==> src/rtl/seg_scan_ctrl.sv <==
// seg_scan_ctrl -- time-multiplexed scan controller for a multi-digit
// 7-segment display that shares a single 4-bit-to-7-segment decoder.
//
// The controller steps the shared decoder input through every digit nibble.
// Before each digit is lit, it holds a short blanking gap with all digit
// enables off. Display updates are tear-free: a new value is only promoted
// to the visible ("active") copy at a frame boundary or while idle.
//
// Ports:
//   clk_i        system clock, rising edge
//   rst_i        asynchronous reset, active-high
//   enable_i     scan enable; 0 = display dark, scan restarts at digit 0
//   load_req_i   request to update the displayed value
//   value_in_i   nibble k = digit k (digit 0 = rightmost)
//   dp_in_i      decimal point per digit
//   lz_en_i      leading-zero suppression enable
//   load_ack_o   one-cycle pulse: pending value became active
//   digit_bcd_o  nibble to the shared decoder
//   dp_o         decimal point for the current digit
//   digit_en_o   one-hot digit enable, active-high
module seg_scan_ctrl #(
  parameter int NUM_DIGITS   = 4,
  parameter int REFRESH_DIV  = 1000,
  parameter int BLANK_CYCLES = 2
) (
  input  logic                    clk_i,
  input  logic                    rst_i,
  input  logic                    enable_i,
  input  logic                    load_req_i,
  input  logic [4*NUM_DIGITS-1:0] value_in_i,
  input  logic [NUM_DIGITS-1:0]   dp_in_i,
  input  logic                    lz_en_i,
  output logic                    load_ack_o,
  output logic [3:0]              digit_bcd_o,
  output logic                    dp_o,
  output logic [NUM_DIGITS-1:0]   digit_en_o
);

  localparam int IDX_W   = $clog2(NUM_DIGITS);
  localparam int CNT_MAX = (REFRESH_DIV > BLANK_CYCLES) ? REFRESH_DIV : BLANK_CYCLES;
  localparam int CNT_W   = (CNT_MAX > 1) ? $clog2(CNT_MAX) : 1;

  localparam logic [CNT_W-1:0] SHOW_LAST  = CNT_W'(REFRESH_DIV - 1);
  localparam logic [CNT_W-1:0] BLANK_LAST = CNT_W'((BLANK_CYCLES > 0) ? BLANK_CYCLES - 1 : 0);
  localparam logic [IDX_W-1:0] IDX_LAST   = IDX_W'(NUM_DIGITS - 1);

  typedef enum logic [1:0] {
    IDLE  = 2'd0,
    BLANK = 2'd1,
    SHOW  = 2'd2
  } state_t;

  // With no blanking gap configured, each digit slot starts directly in SHOW.
  localparam state_t FIRST_STATE = (BLANK_CYCLES > 0) ? BLANK : SHOW;

  state_t                  state_q, state_d;
  logic [IDX_W-1:0]        digitIdx_q, digitIdx_d;
  logic [CNT_W-1:0]        cnt_q, cnt_d;
  logic [4*NUM_DIGITS-1:0] activeVal_q, activeVal_d;
  logic [NUM_DIGITS-1:0]   activeDp_q, activeDp_d;
  logic [4*NUM_DIGITS-1:0] pendVal_q, pendVal_d;
  logic [NUM_DIGITS-1:0]   pendDp_q, pendDp_d;
  logic                    pendFlag_q, pendFlag_d;
  logic                    loadAck_q, loadAck_d;
  logic [3:0]              digitBcd_q, digitBcd_d;
  logic                    dp_q, dp_d;
  logic [NUM_DIGITS-1:0]   digitEn_q, digitEn_d;
  logic                    xferPoint;

  // A digit is a leading zero when it and every more significant nibble are
  // zero. Digit 0 is never marked, so a value of zero still shows a single 0.
  function automatic logic [NUM_DIGITS-1:0] leadZeroMask(input logic [4*NUM_DIGITS-1:0] v);
    logic [NUM_DIGITS-1:0] m;
    logic                  allZero;
    m       = '0;
    allZero = 1'b1;
    for (int k = NUM_DIGITS - 1; k >= 1; k--) begin
      allZero = allZero & (v[4*k +: 4] == 4'h0);
      m[k]    = allZero;
    end
    return m;
  endfunction

  // Scan sequencer. Each digit gets a BLANK gap followed by a SHOW slot.
  // Dropping enable returns to IDLE from any state and clears the position.
  always_comb begin
    state_d    = state_q;
    digitIdx_d = digitIdx_q;
    cnt_d      = cnt_q;
    if (!enable_i) begin
      state_d    = IDLE;
      digitIdx_d = '0;
      cnt_d      = '0;
    end else begin
      case (state_q)
        IDLE: begin
          state_d    = FIRST_STATE;
          digitIdx_d = '0;
          cnt_d      = '0;
        end
        BLANK: begin
          if (cnt_q == BLANK_LAST) begin
            state_d = SHOW;
            cnt_d   = '0;
          end else begin
            cnt_d = cnt_q + 1'b1;
          end
        end
        SHOW: begin
          if (cnt_q == SHOW_LAST) begin
            state_d    = FIRST_STATE;
            cnt_d      = '0;
            digitIdx_d = (digitIdx_q == IDX_LAST) ? '0 : digitIdx_q + 1'b1;
          end else begin
            cnt_d = cnt_q + 1'b1;
          end
        end
        default: begin
          state_d    = IDLE;
          digitIdx_d = '0;
          cnt_d      = '0;
        end
      endcase
    end
  end

  // Load handshake. Requests land in a pending buffer. The pending value is
  // promoted only on the last SHOW cycle of the last digit, or while idle, so
  // a frame never mixes old and new digits. A request arriving on the
  // promotion cycle itself bypasses the buffer, so it still produces only one
  // acknowledge.
  always_comb begin
    xferPoint   = (state_q == IDLE) ||
                  ((state_q == SHOW) && (cnt_q == SHOW_LAST) && (digitIdx_q == IDX_LAST));
    activeVal_d = activeVal_q;
    activeDp_d  = activeDp_q;
    pendVal_d   = pendVal_q;
    pendDp_d    = pendDp_q;
    pendFlag_d  = pendFlag_q;
    loadAck_d   = 1'b0;
    if (xferPoint && (pendFlag_q || load_req_i)) begin
      activeVal_d = load_req_i ? value_in_i : pendVal_q;
      activeDp_d  = load_req_i ? dp_in_i : pendDp_q;
      pendFlag_d  = 1'b0;
      loadAck_d   = 1'b1;
    end else if (load_req_i) begin
      pendVal_d  = value_in_i;
      pendDp_d   = dp_in_i;
      pendFlag_d = 1'b1;
    end
  end

  // Output values are derived from the next state and registered, so they
  // line up with the state registers. The nibble is presented during BLANK
  // too, which gives the external decoder time to settle before the digit
  // is enabled. A suppressed digit keeps its time slot but stays dark.
  always_comb begin
    logic [NUM_DIGITS-1:0] lzMask;
    logic                  lit;
    lzMask     = lz_en_i ? leadZeroMask(activeVal_d) : '0;
    lit        = (state_d == SHOW) && !lzMask[digitIdx_d];
    digitBcd_d = (state_d == IDLE) ? 4'h0 : activeVal_d[{digitIdx_d, 2'b00} +: 4];
    digitEn_d  = lit ? (NUM_DIGITS'(1) << digitIdx_d) : '0;
    dp_d       = lit && activeDp_d[digitIdx_d];
  end

  // All state and output registers, cleared immediately by reset.
  always_ff @(posedge clk_i or posedge rst_i) begin
    if (rst_i) begin
      state_q     <= IDLE;
      digitIdx_q  <= '0;
      cnt_q       <= '0;
      activeVal_q <= '0;
      activeDp_q  <= '0;
      pendVal_q   <= '0;
      pendDp_q    <= '0;
      pendFlag_q  <= 1'b0;
      loadAck_q   <= 1'b0;
      digitBcd_q  <= 4'h0;
      dp_q        <= 1'b0;
      digitEn_q   <= '0;
    end else begin
      state_q     <= state_d;
      digitIdx_q  <= digitIdx_d;
      cnt_q       <= cnt_d;
      activeVal_q <= activeVal_d;
      activeDp_q  <= activeDp_d;
      pendVal_q   <= pendVal_d;
      pendDp_q    <= pendDp_d;
      pendFlag_q  <= pendFlag_d;
      loadAck_q   <= loadAck_d;
      digitBcd_q  <= digitBcd_d;
      dp_q        <= dp_d;
      digitEn_q   <= digitEn_d;
    end
  end

  assign load_ack_o  = loadAck_q;
  assign digit_bcd_o = digitBcd_q;
  assign dp_o        = dp_q;
  assign digit_en_o  = digitEn_q;

endmodule
==> config.mk <==
export PLATFORM = sky130hd
export DESIGN_NAME = seg_scan_ctrl
export DESIGN_NICKNAME = d
export VERILOG_FILES = /design/src/rtl/seg_scan_ctrl.sv
export SDC_FILE = /design/constraint.sdc
export NUM_CORES = 1
export LEC_CHECK = 0
export BUFFER_PORTS_ARGS = -buffer_cell sky130_fd_sc_hd__buf_2
export CORE_MARGIN = 2
export CORE_UTILIZATION = 45
export CTS_CLUSTER_DIAMETER = 50
export DETAILED_ROUTE_END_ITERATION = 12
export PLACE_DENSITY = 0.66
export SLEW_MARGIN = 20
export SYNTH_ARGS = -nofsm -noshare
export SYNTH_HDL_FRONTEND = slang
export SYNTH_SLANG_ARGS = --single-unit
==> constraint.sdc <==
create_clock -name clk_i -period 2.2 [get_ports clk_i]
set_input_delay 0.22 -clock clk_i [delete_from_list [all_inputs] [get_ports clk_i]]
set_output_delay 0.22 -clock clk_i [all_outputs]
set_load 0.05 [all_outputs]
==> flow_summary.ini, run 1 <==
[global_route]
grt_pass1_vias = 2841
grt.overflow.total = 0
grt_usage_pct = 21.2
antenna_found_initial = 0
grt_max_degree = 29
grt_pass1_wl_mm = 13.5

[sta]
skew_ns = 0.00813
hold_viol_final = 0
setup_viol = 27
drv_slew = 0
finalCriticalPeriod_ns = 2.34
fmax_mhz = 428
tightestPinTransition_ns = 0.486
finalWorstSetupSlack_ns = -0.136
fin_crit_sh_pct = 106
max_slew_margin_pct = 67.6
rsz0062_at_grt = true

[finish]
layout_commonest_cell = dfrtp_1
multi_input_area_mm2 = 0.00178
final_cell_mix = dfrtp_1 (65), buf_4 (56), buf_2 (34)
nets = 451
final_area_mm2 = 0.00445
syn2layout_area_growth_pct = 32.8
seqCellArea_mm2 = 0.00163
nFillCells = 598
final_core_util_pct = 61.6
drive_above_1_share_pct = 41.1
antenna_cells = 0

[clock_tree]
clockRootBuffer = clkbuf_8
cts.sinks = 65
cts_tree = yes
clk_path_buf_depth = 2
h-tree-depth = 3
clk_latency_ns = 0.35
path_clk_slew_ns = 0.07
cts_inserted_buffers = 9

[synth]
synthArstFlopShare_pct = 100
syn_inst = 324
synth_area_mm2 = 0.00335
syn_area_per_cell_um2 = 10.3
yosysWarnings = 0
yosysSeqAreaShare_pct = 48.6
synth-edff-count = 0
ys_ff_latch = 65
synth_ff_type = dfrtp_1
synth_fp_nets = 356
synthDistinctLibCells = 50

[route]
drt-pass1-iter-count = 4
wl_met2_mm = 3.93
route.met3.wl_um = 349
ant_nets = 0
drt_iter0_markers = 151
drcViolationCount = 0
vias_per_cell = 5.49
top_layer = met4
routed-via-count = 2867
drt-total-wl_mm = 8.48
met1_length_mm = 3.95
post_drt_wl_per_cell_um = 16.2

[pwr]
cellLeakagePower_nw = 2.06
vdd_drop_max_uv = 402
powerDensity_mw_per_mm2 = 658

[floorplanning]
die_x_um = 90.2
start_util_pct = 46.4
fp.dieArea_mm2 = 0.00814
ios = 35
rows = 31
dieHeight_um = 90.2
core_mm2 = 0.00721

[worst_setup_path]
cp_max_fo = 6
timing.rr.end = digit_bcd_o[0]
startpoint = cnt_q[1]
crit_chain = ha_4, nand4_1, buf_4, or4_4, a21oi_2, a211oi_1, o21a_1, a311oi_1
cp-start-kind = flop
cp.depth = 8
crit_buf_inv = 1
r2r_start = cnt_q[1]
slowest_delay_ns = 0.56
reg2reg_slack_ns = -0.14
cp_data_arrival_time_ns = 2.59
cp-end-kind = flop
crit_end = digit_bcd_o[0]
crit_type = reg -> reg
critPathTopFamily = simple AND/OR/NAND/NOR gates
crit_path_top_delay_cell = or4_4
cp_data_required_time_ns = 2.45
ff2ff_path_depth = 8

[placed_design]
dpl_cell_area_mm2 = 0.00399
pre_cts_ws_ns = -0.164
port-buffer-count = 34
dp_hpwl_mm = 5.75
gp_congestion = 0.885

[outcome]
violations = negative setup slack
status = finished with violations

[worst_hold_path]
hold_class = in -> reg

[run]
maxCapViolations = 0
==> cells by family after synthesis <==
| group | synth area share, % |
|---|---|
| DFF | 48.6 |
| xor gates and xnor gates | 2.09 |
| adders and majority gates | 2.62 |
| and+or+nand+nor | 15.4 |
| AOI/OAI and AO/OA | 14.0 |
| muxes | 13.4 |
| buffers and inverters | 3.85 |
==> metrics by stage <==
stage | hold slack [ns] | total power [mW] | TNS (ns) | instances
4_1_cts | 0.103 | 2.90 | -0.145 | 515
5_1_grt | 0.112 | 3.07 | -4.58 | 522
3_3_place_gp | 0.268 | 2.00 | -0.351 | 494
2_1_floorplan | 0.371 | 1.82 | -0.0910 | 324
3_5_place_dp | 0.271 | 2.02 | -1.71 | 494
6_report | 0.114 | 2.93 | -1.33 | 522
==> power by group <==
| part | internal [mW] | leakage [nW] | total [mW] | switching, mW |
|---|---|---|---|---|
| Combinational | 0.287 | 1.15 | 0.604 | 0.317 |
| Sequential | 1.35 | 0.822 | 1.45 | 0.101 |
| Clock | 0.395 | 0.0846 | 0.869 | 0.474 |
| Total | 2.03 | 2.06 | 2.93 | 0.892 |
==> synth_stat cells (2+ instances only) <==
| cell | instances | area share, % |
|---|---|---|
| nand3_1 | 10 | 1.5 |
| clkinv_1 | 2 | 0.22 |
| nor2_1 | 25 | 2.8 |
| nor3b_1 | 3 | 0.67 |
| nor4_1 | 8 | 1.5 |
| a21oi_1 | 19 | 2.8 |
| mux2_2 | 20 | 6.7 |
| o211ai_1 | 2 | 0.45 |
| nand2_1 | 33 | 3.7 |
| buf_6 | 2 | 0.67 |
| a22oi_1 | 2 | 0.45 |
| nand4_1 | 4 | 0.75 |
| o21a_1 | 4 | 0.90 |
| a31o_2 | 2 | 0.52 |
| nor3_1 | 6 | 0.90 |
| xor2_1 | 5 | 1.3 |
| dfrtp_1 | 65 | 49 |
| buf_1 | 2 | 0.22 |
| a311oi_1 | 5 | 1.3 |
| o21ai_0 | 11 | 1.6 |
| mux2i_1 | 20 | 6.0 |
| inv_1 | 11 | 1.2 |
| ha_1 | 7 | 2.6 |
| a211oi_1 | 8 | 1.8 |
| xnor2_1 | 3 | 0.79 |
| buf_2 | 7 | 1.0 |
| or3_1 | 4 | 0.75 |
| a21o_1 | 9 | 2.0 |
| clkbuf_1 | 4 | 0.45 |
==> final cells by class <==
type,count,share of cell area (%)
multi-input combinational,232,40.1
sequential,65,36.6
timing repair buffer,98,15.8
clock buffer,9,2.79
tap,99,2.79
inverter,13,1.18
clock inverter,6,0.816
==> metal layers <==
layer  global-route usage [%]  up-vias
li1                         -     1377
met3                     6.29       21
met5                        0        -
met2                     32.1       77
met4                     9.10        0
met1                     28.3     1392
==> registers in the layout, summed over array words and instances (netlist names) <==
| name | flops |
|---|---|
| activeVal_q | 16 |
| pendVal_q | 16 |
| cnt_q | 10 |
| activeDp_q | 4 |
| digit_bcd_o | 4 |
| digit_en_o | 4 |
| pendDp_q | 4 |
| digitIdx_q | 2 |
| state_q | 2 |
| dp_o | 1 |
| load_ack_o | 1 |
| pendFlag_q | 1 |
==> worst register-to-register path, delay by kind of cell (launching register included) <==
family | cells | cell delay (ns)
fa+ha+maj | 1 | 0.15
buf+inv | 1 | 0.22
simple gates | 2 | 0.76
compound gates | 4 | 0.72
flops | 1 | 0.39
==> worst min path at each step <==
| stage | start | end | slack [ns] | cells past startpoint |
|---|---|---|---|---|
| final | dp_in_i[1] | pendDp_q[1] | 0.11 | 2 |
| after global routing | dp_in_i[2] | pendDp_q[2] | 0.11 | 2 |
| after CTS | dp_in_i[2] | pendDp_q[2] | 0.10 | 2 |
| after detailed placement | rst_i | pendVal_q[0] | 0.27 | 2 |
| after global placement | rst_i | pendVal_q[1] | 0.27 | 2 |
| after floorplan | dp_in_i[0] | pendDp_q[0] | 0.37 | 1 |
==> what timing repair did <==
item / in CTS / in global routing
hold buffers: 1 / 0
endpoints found under the hold margin: 22 / 0
cloned: 0 / 3
resized for setup: 18 / 23
buffers inserted: 6 / 4
setup endpoints to repair: 28 / 29
pin swaps: 7 / 9
Note: power is estimated with default switching activity, not from simulation.
==> run 2: changes to the inputs <==
- ABC_AREA: default -> 1
==> run 2 against run 1 <==
The flow now finishes without violations; register-to-register slack better by 0.26 ns; cell count grew 3.1%; setup slack gained 0.26 ns; largest power group unchanged; critical endpoint is now digit_en_o[1].
==> flow_summary.ini, run 2 <==
[route]
drt-total-wl_mm = 6.91
ant_nets = 0
vias_per_cell = 4.80
drt-pass1-iter-count = 4
post_drt_wl_per_cell_um = 12.8
drcViolationCount = 0
drt_iter0_markers = 134
routed-via-count = 2584

[global_route]
grt_pass1_vias = 2510
grt_usage_pct = 19.7
grt.overflow.total = 0
antenna_found_initial = 0
grt_max_degree = 39
grt_pass1_wl_mm = 11.6

[finish]
final_cell_mix = nand2_1 (103), dfrtp_1 (65), inv_1 (50)
nets = 470
seqCellArea_mm2 = 0.00163
nFillCells = 620
drive_above_1_share_pct = 22.6
fin_cells = 538
multi_input_area_mm2 = 0.00135
syn2layout_area_growth_pct = 18.8
final_area_mm2 = 0.00377
antenna_cells = 0
biggestRegsByFlops = activeVal_q (16), pendVal_q (16), cnt_q (10)
layout_commonest_cell = nand2_1

[sta]
setup_viol = 0
fin_crit_sh_pct = 94.4
rsz0062_at_grt = true
fmax_mhz = 481
whs_ns = 0.197
hold_viol_final = 0
drv_slew = 0
max_slew_margin_pct = 59.0
tightestPinTransition_ns = 0.614
finalCriticalPeriod_ns = 2.08
skew_ns = 0.00413
tns_ns = 0

[pwr]
powerDensity_mw_per_mm2 = 745
vdd_drop_max_uv = 414
power_switching_mw = 0.853
p_int_mw = 1.96
clock_power_share_pct = 30.8
p_sw_share_pct = 30.3
cellLeakagePower_nw = 1.94
p_seq_share_pct = 49.6
p_comb_share_pct = 19.6

[synth]
synth_ff_type = dfrtp_1
yosysWarnings = 0
synthDistinctLibCells = 30
synthArstFlopShare_pct = 100
synth_top_area_share_pct = 51.2
syn_area_per_cell_um2 = 8.25
synth_area_leaders = dfrtp_1 (51%), nand2_1 (12%), inv_1 (6.1%)
yosysSeqAreaShare_pct = 51.2
synth_area_mm2 = 0.00318
synth_top_cell_by_area = dfrtp_1
synth_fp_nets = 417
synth-edff-count = 0
ys_ff_latch = 65
yosysMostFrequentCell = nand2_1
syn_inst = 385
synth.top_cells.by_count = nand2_1 (104), dfrtp_1 (65), inv_1 (52)

[clock_tree]
cts.sinks = 65
cts_inserted_buffers = 9
clk_latency_ns = 0.34
path_clk_slew_ns = 0.07
clk_path_buf_depth = 2
cts_tree = yes
clockRootBuffer = clkbuf_8
h-tree-depth = 3

[floorplanning]
core_mm2 = 0.00679
rows = 30
fp.dieArea_mm2 = 0.00774
ios = 35
start_util_pct = 46.7
dieHeight_um = 88.0
die_x_um = 88.0

[placed_design]
port-buffer-count = 34
dp_cells = 516
dp_hpwl_mm = 4.91
gp_congestion = 0.839
dpl_cell_area_mm2 = 0.00349

[worst_setup_path]
crit_type = reg -> reg
cp_max_fo = 8
cp-start-kind = flop
cp-end-kind = flop
cp_data_required_time_ns = 2.43
cp_data_arrival_time_ns = 2.31

[worst_hold_path]
hold_class = in -> reg

[outcome]
status = finished clean

[run]
maxCapViolations = 0
-- run 2: cell types whose count changed after synthesis, moves of 7 or more --
| cell | change |
|---|---|
| o21ai_0 | +25 |
| a21oi_1 | -11 |
| nor4_1 | -8 |
| a211oi_1 | -8 |
| a21o_1 | -9 |
| nor2_2 | +8 |
| mux2i_1 | -19 |
| inv_1 | +41 |
| nand3_1 | +7 |
| o21ai_1 | +10 |
| mux2_2 | -20 |
| nand2_1 | +71 |
-- run 2: kinds of logic (layout without fill, tap and decap cells) --
logic type	count (synthesis)	after routing	share of synthesized area, %
adder cells (fa/ha/maj)	7	7	2.76
multiplexers	1	1	0.315
AND/OR/NAND/NOR	176	178	24.6
AO/OA/AOI/OAI	66	66	11.5
flip-flops	65	65	51.2
XOR/XNOR	4	4	1.10
buffers and inverters	66	121	8.55
-- run 2: critical path: stages (launching register included) --
cell and delay [ns]:
dfrtp_1 0.40, ha_2 0.21, nand2_2 0.07, nor2_4 0.14
nand4_4 0.12, nand2_4 0.18, nand2_4 0.14, o21ai_2 0.22
nand3_1 0.11, nor2_2 0.11, nand3_2 0.11, nand2_4 0.11
nor2_2 0.04
-- run 2: per-layer routing --
metal / global-route usage [%] / share of wire, % / vias to the layer above / routed length [um]
li1: - / - / 1323 / -
met1: 28.3 / 51 / 1204 / 3520
met2: 28.9 / 45 / 47 / 3090
met3: 4.52 / 3.0 / 10 / 210
met4: 7.69 / 1.3 / 0 / 89
met5: 0 / 0 / - / 0
-- run 2: metrics by stage --
step	utilization [%]	power (mW)	setup slack, ns
CTS	54.0	2.81	0.00431
floorplan	-	1.78	0.285
global placement	51.4	1.91	0.0720
global route	55.5	3.00	-0.0185
detailed placement	51.4	1.93	0.0194
finish	55.5	2.81	0.122
-- run 2: power by group through the flow --
stage | Clock (mW) | Combinational, mW | Sequential [mW]
6_report | 0.867 | 0.550 | 1.39
5_1_grt | 0.956 | 0.635 | 1.41
4_1_cts | 0.892 | 0.521 | 1.40
3_5_place_dp | 0 | 0.515 | 1.42
3_3_place_gp | 0 | 0.501 | 1.41
2_1_floorplan | 0 | 0.345 | 1.44
-- run 2: final timing paths --
kind / slack, ns / cells after the start / startpoint / endpoint
max: 0.12 / 12 / cnt_q[0] / digit_en_o[1]
min: 0.20 / 3 / load_req_i / pendFlag_q
max reg2reg: 0.12 / 12 / cnt_q[0] / digit_en_o[1]
min reg2reg: 0.49 / 2 / activeVal_q[0] / activeVal_q[0]
max in group asynchronous: 1.05 / 4 / rst_i / activeVal_q[11]
min in group asynchronous: 0.47 / 3 / rst_i / cnt_q[3]
-- run 2: layout make-up --
cell class,instances,area share (%)
sequential,65,43.1
multi-input combinational,256,35.6
timing repair buffer,51,8.29
inverter,55,5.47
clock buffer,12,3.85
tap,96,3.18
clock inverter,3,0.464
-- run 2: timing repair --
| action | 4_1_cts | 5_1_grt |
|---|---|---|
| gates cloned | 0 | 2 |
| hold buffers | 1 | 0 |
| endpoints found under the setup margin | 1 | 9 |
| endpoints found under the hold margin | 23 | 0 |
| pin swaps | 0 | 5 |
| setup buffers | 0 | 4 |
| gates resized for setup | 1 | 10 |
==> run 3: changes to the inputs <==
- CORE_UTILIZATION: 45 -> 52
- PLACE_DENSITY: 0.66 -> 0.75
==> run 3 against run 2 <==
Global-route usage is 2.1 points higher; clock skew is 0.0066 ns higher; register-to-register slack better by 0.07 ns; sequential share of layout area is 0.18 points lower; highest routed layer unchanged.
==> flow_summary.ini, run 3 (synthesized netlist as in run 2, its figures left out) <==
[sta]
tightestPinTransition_ns = 0.582
rsz0062_at_grt = false
finalCriticalPeriod_ns = 2.01
tns_ns = 0
whs_ns = 0.168
setup_viol = 0
fin_crit_sh_pct = 91.1
max_slew_margin_pct = 61.1
skew_ns = 0.0107
drv_slew = 0
hold_viol_final = 0
fmax_mhz = 499

[pwr]
p_sw_share_pct = 26.6
p_comb_share_pct = 15.7
p_int_mw = 2.41
power_switching_mw = 0.875
powerDensity_mw_per_mm2 = 868
p_seq_share_pct = 42.4
cellLeakagePower_nw = 1.95
clock_power_share_pct = 41.9
vdd_drop_max_uv = 496

[placed_design]
gp_congestion = 0.876
dp_hpwl_mm = 4.65
dp_cells = 491
dpl_cell_area_mm2 = 0.00345
port-buffer-count = 34

[finish]
syn2layout_area_growth_pct = 19.3
antenna_cells = 0
layout_commonest_cell = nand2_1
final_cell_mix = nand2_1 (102), dfrtp_1 (65), inv_1 (50)
drive_above_1_share_pct = 22.0
final_area_mm2 = 0.00379
fin_cells = 512
nets = 464
biggestRegsByFlops = activeVal_q (16), pendVal_q (16), cnt_q (10)

[worst_setup_path]
crit_type = reg -> reg
cp_data_arrival_time_ns = 2.22
cp_max_fo = 15
cp_data_required_time_ns = 2.42
r2r_start = state_q[0]
cp-start-kind = flop
cp-end-kind = flop
ff2ff_path_depth = 13
startpoint = state_q[0]

[route]
drcViolationCount = 0
drt_iter0_markers = 165
drt-pass1-iter-count = 4
ant_nets = 0
post_drt_wl_per_cell_um = 13.0
vias_per_cell = 4.99
drt-total-wl_mm = 6.66
routed-via-count = 2554

[global_route]
grt_util_met2_pct = 31.9
grt_most_used_layer = met2
grt.overflow.total = 0
grt_pass1_wl_mm = 11.0
grt_max_degree = 40
grt_usage_pct = 21.8
antenna_found_initial = 0
grt_pass1_vias = 2358
grt_use_met1_pct = 31.3
met3_usage_pct = 5.33

[floorplanning]
rows = 28
fp.dieArea_mm2 = 0.00675
dieHeight_um = 82.1
die_x_um = 82.1
start_util_pct = 53.6
ios = 35
core_mm2 = 0.00592

[clock_tree]
cts_tree = yes
h-tree-depth = 3
clk_latency_ns = 0.34
clk_path_buf_depth = 2
cts.sinks = 65
path_clk_slew_ns = 0.08
cts_inserted_buffers = 9
clockRootBuffer = clkbuf_8

[worst_hold_path]
hold_class = in -> reg
worstHoldStart = load_req_i
worstHoldPathCells = 3

[run]
maxCapViolations = 0

[outcome]
status = finished clean
==> run 3: cell types whose count changed in the layout (fill, tap and decap cells not counted), moves of 2 or more <==
cell,before,now
clkbuf_1,2,0
buf_4,15,10
clkinv_2,2,0
bufinv_16,0,4
==> run 3: final timing paths <==
check	slack, ns	to
worst min register to register	0.49	activeDp_q[0]
worst max register to register	0.19	digit_en_o[3]
worst min-delay path	0.17	pendFlag_q
min in group asynchronous	0.49	cnt_q[3]
max in group asynchronous	1.10	activeVal_q[12]
worst max-delay path	0.19	digit_en_o[3]
==> run 3: repair_timing <==
action,CTS,global route
endpoints found under the hold margin,26,0
hold buffers,1,0
gates resized for setup,0,7
setup endpoints to repair,0,9
setup buffers,0,3
==> run 3: final cells by class <==
| type | count | area, um^2 |
|---|---|---|
| Clock buffer | 10 | 138 |
| Clock inverter | 6 | 138 |
| Fill cell | 524 | 2130 |
| Inverter | 55 | 206 |
| Multi-Input combinational cell | 255 | 1310 |
| Sequential cell | 65 | 1630 |
| Tap cell | 75 | 93.8 |
| Timing Repair Buffer | 46 | 275 |
==> run 3: critical path, stage by stage, from the launching register on <==
cell	delay, ns
dfrtp_1	0.42
inv_1	0.08
ha_1	0.23
nand4_2	0.11
nand2_4	0.08
buf_4	0.15
nand2_4	0.15
nand2_1	0.09
o21ai_2	0.09
nand3_1	0.11
nor2_2	0.11
nand3_2	0.10
nand2_4	0.11
nor2_2	0.04
==> run 3: routing by layer <==
layer / vias to the layer above / wire (um)
met5: - / 0
met4: 0 / 128
met3: 10 / 252
met2: 55 / 3000
met1: 1186 / 3280
li1: 1303 / -
==> run 3: power by group through the flow <==
| stage | sequential [mW] | clock, mW | combinational (mW) |
|---|---|---|---|
| floorplan | 1.44 | 0 | 0.345 |
| global placement | 1.41 | 0 | 0.485 |
| detailed placement | 1.41 | 0 | 0.499 |
| CTS | 1.39 | 1.40 | 0.504 |
| global route | 1.41 | 1.45 | 0.600 |
| finish | 1.39 | 1.38 | 0.517 |
==> run 3: metrics by stage <==
stage                     util, %  setup slack [ns]  power (mW)
after floorplan                 -             0.285        1.78
after global placement       58.2             0.114        1.89
after detailed placement     58.2            0.0803        1.91
after CTS                    63.0            0.0601        3.30
after global routing         64.0           0.00696        3.46
final                        64.0             0.195        3.29
